File: src/rtl/decoder_scan.sv
// Binary-to-one-hot strobe driver with direct decode and auto-scan modes, all outputs registered.
// Optional macro DECODER_SCAN_BLANK_EN inserts one blank (all-zero) cycle before each new scan position.
module decoder_scan #(
   parameter int SEL_WIDTH = 2,
   parameter int DWELL     = 4
) (
   input  logic                    clk,
   input  logic                    rst_n,
   input  logic                    en,
   input  logic                    mode,
   input  logic [SEL_WIDTH-1:0]    sel,
   output logic [2**SEL_WIDTH-1:0] o,
   output logic [SEL_WIDTH-1:0]    idx,
   output logic                    wrap
);

   localparam int N  = 2**SEL_WIDTH;
   localparam int CW = ($clog2(DWELL+1) > 1) ? $clog2(DWELL+1) : 1;
   localparam logic [CW-1:0] DWELL_C = CW'(DWELL);

   typedef enum logic [1:0] {IDLE, DIRECT, SCAN} state_t;

   state_t               state_q;
   logic [N-1:0]         o_q;
   logic [SEL_WIDTH-1:0] idx_q;
   logic                 wrap_q;
   logic [CW-1:0]        cnt_q;
`ifdef DECODER_SCAN_BLANK_EN
   logic                 blank_q;
`endif

   logic [SEL_WIDTH-1:0] idx_d;
   assign idx_d = idx_q + SEL_WIDTH'(1);

   function automatic logic [N-1:0] onehot(input logic [SEL_WIDTH-1:0] s);
      onehot    = '0;
      onehot[s] = 1'b1;
   endfunction

   always_ff @(posedge clk or negedge rst_n) begin
      if (!rst_n) begin
         state_q <= IDLE;
         o_q     <= '0;
         idx_q   <= '0;
         wrap_q  <= 1'b0;
         cnt_q   <= '0;
`ifdef DECODER_SCAN_BLANK_EN
         blank_q <= 1'b0;
`endif
      end else if (!en) begin
         // idx is kept so a resumed scan continues where it stopped
         state_q <= IDLE;
         o_q     <= '0;
         wrap_q  <= 1'b0;
         cnt_q   <= '0;
`ifdef DECODER_SCAN_BLANK_EN
         blank_q <= 1'b0;
`endif
      end else if (!mode) begin
         state_q <= DIRECT;
         o_q     <= onehot(sel);
         idx_q   <= sel;
         wrap_q  <= 1'b0;
         cnt_q   <= '0;
`ifdef DECODER_SCAN_BLANK_EN
         blank_q <= 1'b0;
`endif
      end else begin
         state_q <= SCAN;
         if (state_q != SCAN) begin
            // entry edge counts as the first dwell cycle of the current idx
            o_q    <= onehot(idx_q);
            cnt_q  <= CW'(1);
            wrap_q <= 1'b0;
`ifdef DECODER_SCAN_BLANK_EN
            blank_q <= 1'b0;
         end else if (blank_q) begin
            idx_q   <= idx_d;
            o_q     <= onehot(idx_d);
            cnt_q   <= CW'(1);
            wrap_q  <= (idx_q == '1);
            blank_q <= 1'b0;
         end else if (cnt_q == DWELL_C) begin
            o_q     <= '0;
            wrap_q  <= 1'b0;
            blank_q <= 1'b1;
`else
         end else if (cnt_q == DWELL_C) begin
            idx_q  <= idx_d;
            o_q    <= onehot(idx_d);
            cnt_q  <= CW'(1);
            wrap_q <= (idx_q == '1);
`endif
         end else begin
            cnt_q  <= cnt_q + CW'(1);
            wrap_q <= 1'b0;
         end
      end
   end

   assign o    = o_q;
   assign idx  = idx_q;
   assign wrap = wrap_q;

endmodule

File: config.mk
export PLATFORM = sky130hd
export DESIGN_NAME = decoder_scan
export DESIGN_NICKNAME = d
export VERILOG_FILES = /design/src/rtl/decoder_scan.sv
export SDC_FILE = /design/constraint.sdc
export NUM_CORES = 1
export LEC_CHECK = 0
export ABC_AREA = 1
export CAP_MARGIN = 20
export CORE_MARGIN = 4
export CORE_UTILIZATION = 44
export DETAILED_ROUTE_END_ITERATION = 8
export GPL_ROUTABILITY_DRIVEN = 0
export GPL_TIMING_DRIVEN = 0
export PLACE_DENSITY = 0.73
export SLEW_MARGIN = 20
export SYNTH_ARGS = -nofsm -noshare
export SYNTH_HDL_FRONTEND = slang
export SYNTH_SLANG_ARGS = --single-unit
export TNS_END_PERCENT = 50
File: constraint.sdc
create_clock -name clk -period 1.1 [get_ports clk]
set_input_delay 0.22 -clock clk [delete_from_list [all_inputs] [get_ports clk]]
set_output_delay 0.22 -clock clk [all_outputs]
set_load 0.1 [all_outputs]
# == Word level (Yosys, flattened, before mapping) ==
# Cells that the tools add are included.
# W data, S select, Z words.
# word_totals
word_cells,46
reg_bits,12
inputBits,6
# classes
n_lt_le_gt_ge,6
n_reduce_logical,4
mux,23
add_sub_neg,2
n_eq_ne,6
# op_table
cell,n
$mux W4,4
$mux W3,4
$mux W2,5
$lt A2 B3 Y1 const B,3
$mux W1,7
$demux W1 S2,3
$ge A2 B1 Y1 const B,3
$ne A2 B2 Y1 const B,2
$ne A4 B2 Y1 const B,1
$add A3 B1 Y3 const B,1
$eq A3 B3 Y1 const B,1
$logic_and A1 B1 Y1,3
$reduce_and A3 Y1,1
$add A2 B1 Y2 const B,1
$eq A2 B2 Y1 const B,1
$ne A2 B1 Y1 const B,1

# == Longest topological paths before layout ==
# depth
word_depth,9
ltp_mapped,8

# == Worst setup path before layout ==
# No wires, ideal clock.
# synth_path
path_type,reg2reg
from,"register idx_q[0], in the netlist idx[0]"
to,"register o_q[3], in the netlist o[3]"
n_path_buf,0
slack_ns,-0.681
required_ns,0.980
stages_incl_launch_ff,9
t_arrival_ns,1.661
cell_sequence,dfrtp_1 inv_1 ha_1 inv_1 nand3_1 nand3_1 nand2_1 nand2_1 nand2_1
# synth_via
elab_chain_cells,9
elab_cells_between_ends,15
classes_between,add/sub (1); order compare (4); mux (8); reduce/logical (2)
# synth_rtl
element,line,source
"start, declared",25,logic [SEL_WIDTH-1:0] idx_q;
"start signal, assigned",62,idx_q <= sel;
"start signal, assigned",89,idx_q <= idx_d;
$add A2 B1 Y2,33,assign idx_d = idx_q + SEL_WIDTH'(1);
$lt A2 B3 Y1 (implied by the code) / $ge A2 B1 Y1 (equally long branches),37,onehot[s] = 1'b1;
$logic_and A1 B1 Y1 (implied by the code),37,
$mux W1 (implied by the code),37,
$demux W1 S2,37,
$mux W4,88,end else if (cnt_q == DWELL_C) begin
$mux W4 (*),70,if (state_q != SCAN) begin
$mux W4 (*),59,end else if (!mode) begin
$mux W4 (*),50,end else if (!en) begin
"end signal, assigned",61,o_q <= onehot(sel);
"end signal, assigned",72,o_q <= onehot(idx_q);
"end signal, assigned",90,o_q <= onehot(idx_d);
"end, declared",24,logic [N-1:0] o_q;
# Every way passes the cells marked *; elsewhere a longest branch is shown, timed or not. The select of a mux whose other input is x is not followed.
# A chain may end at the register's enable or synchronous reset.

# == Final worst setup path ==
# layout_path
from,"register idx_q[0], in the netlist idx[0]"
to,output port idx[0]
# layout_rtl
element,line,source
"end, declared",13,"output logic [SEL_WIDTH-1:0] idx,"
# No word-level cell between the ends.

==> impl_metrics.toml <==
[status]
outcome = "complete, but fails checks"
violations = "setup timing"

[global_route]
grt_pass1_wl_um = 2850
grtUsageMet3 = 0.0337
grt_pass1_vias = 700
grt_use_met2 = 0.283
antenna_found_initial = 0
grt_util_met1 = 0.164
grt_max_degree = 13
track_usage = 0.148
busiest_layer = "met2"
overflow = 0

[finish]
nets = 124
finish.instance_area_um2 = 1050
mostFrequentLayoutCells = "nand2_1 (28), dfrtp_1 (10), inv_2 (9), nand3_1 (9), nor2_1 (8)"
final_common_cell = "nand2_1"
finalNonFillerCells = 127
area_growth_pct = 43.3
drive_above_1_share = 0.324
antenna_cells = 0
nFillCells = 124

[sta]
setup_tns_ns = -0.850
rsz0062_at_grt = "true"
finClkSkew_ns = 0.00518
hold_viol_final = 0
fin_ws_ns = -0.138
slew_headroom = 0.611
drv_slew = 0
min_period_ns = 1.24
fmax_ghz = 0.807
setup_violations = 8
tightestPinTransition_ns = 0.582
min_period_over_period = 1.13

[synthesis]
synth.top_cells.by_area = "dfrtp_1 (41%), nand2_1 (15%), ha_1 (10%)"
avgSynthCellArea_um2 = 7.69
syn_area_um2 = 731
syn_nets = 107
yosys_register_bits = 12
synth_top_area_frac = 0.411
yosysTopAreaCell = "dfrtp_1"
yosys.cell_types.count = 19
yosysSeqAreaShare = 0.411
synthCells = 95
yosysWarnings = 0

[drt]
drtIter0Drc = 9
drt_first_pass_iters = 4
route.detailed.drc = 0
wl_um = 1640
post_drt_wl_per_cell_um = 12.9
viasPerCell = 5.15
postRouteAntennaNets = 0
vias = 654

[cts]
clk_path_buf_depth = 2
clkSinkCount = 12
cts_hold_buf = 0
clk_latency_ns = 0.27
clk_transition_reported_paths_ns = 0.08
cts_tree = "yes"
cts_buffers = 3
htreeDepth = 1
cts-root-buf = "clkbuf_4"

[run]
cap_violations = 0

[critical_path]
critPathTopFamily = "flip-flops"
endpoint_kind = "primary output"
cpMaxStageDelayCell = "dfrtp_4"
worst_ep_required_time_ns = 0.88
critPathMaxStageDelay_ns = 0.55
crit_path_start_kind = "register"
arrival_ns = 1.02
worst-path-max-fanout = 5
path_cells = "buf_12"
worst-path-buf-inv = 1
critical_path_class = "register to primary output"

[die]
fp-row-count = 14
die_height_um = 48.8
ios = 13
die-width_um = 48.8
initial_core_util = 0.474
core_um2 = 1540
die-area_um2 = 2380

[pwr]
powerDensity_nw_per_um2 = 1390
p_leak_nw = 0.509
vdd_drop_max_mv = 0.956

[placement]
dp_hpwl_um = 1090
placed_area_um2 = 913
dp.cells = 122
port_buffers = 11

[worst_hold_path]
hold_class = "input port to register"
-- registers in the layout, summed over array words and instances (netlist names) --
name	flops
o	4
cnt_q	3
idx	2
state_q	2
wrap	1
-- synth_stat cells, drive strengths merged --
library cell	number
ha	6
xnor2	1
o21ai	2
nor2	9
nand4	1
nand3	10
dfrtp	12
or2	2
buf	1
nand2	30
o21bai	1
nor3	1
inv	17
a31oi	1
a21oi	1
-- power breakdown --
group	total [mW]	internal, mW	switching (mW)
sequential	0.550	0.481	0.0693
clock	0.359	0.201	0.157
combinational	0.549	0.207	0.343
total	1.46	0.889	0.569
-- per-layer routing --
metal,part of all wire,wire [µm],up-vias
met5,0,0,-
met1,0.41,678,308
met3,0.044,72,4
met4,0.015,25,0
li1,-,-,323
met2,0.53,862,19
-- repair_timing --
item                       CTS  global route
resized for setup           58            10
pin swaps                    0             3
setup endpoints to repair   13            15
hold endpoints to repair     0             0
setup buffers                1             0
-- path summary, 6_finish.rpt --
path	depth (start not counted)	from	end	slack (ns)
worst min register to register	1	cnt_q[0]$_DFF_PN0_	cnt_q[0]$_DFF_PN0_	0.53
worst min-delay path	2	mode	state_q[0]$_DFF_PN0_	0.17
worst max register to register	6	cnt_q[0]$_DFF_PN0_	idx[0]$_DFFE_PN0P_	-0.10
max in group asynchronous	1	rst_n	idx[0]$_DFFE_PN0P_	0.35
worst max-delay path	1	idx[0]$_DFFE_PN0P_	idx[0]	-0.14
min in group asynchronous	1	rst_n	state_q[1]$_DFF_PN0_	0.31
-- per-stage QoR --
| step | setup WS, ns | hold slack, ns | total power, mW | util |
|---|---|---|---|---|
| 5_1_grt | -0.220 | 0.174 | 1.53 | 0.679 |
| 6_report | -0.138 | 0.168 | 1.46 | 0.679 |
| 3_3_place_gp | -0.730 | 0.442 | 1.00 | 0.593 |
| 3_5_place_dp | -0.732 | 0.449 | 1.01 | 0.593 |
| 2_1_floorplan | -0.182 | -0.0756 | 0.891 | - |
| 4_1_cts | -0.126 | 0.157 | 1.43 | 0.649 |
-- cell families after synthesis --
logic type	after synthesis	synth area share
fa+ha+maj	6	0.103
flops	12	0.411
compound gates	5	0.0394
xor+xnor	1	0.0120
buf+inv	18	0.103
simple gates	53	0.332
-- cell type report --
type,count,area [µm²],area share
multi-input cells,65,424,0.405
repair buffers,12,179,0.171
well taps,16,20.0,0.0191
clock buffers,4,36.3,0.0346
flip-flops and latches,12,308,0.294
inverters,17,68.8,0.0657
plain buffers,1,11.3,0.0108
Note: power is estimated with default switching activity, not from simulation.
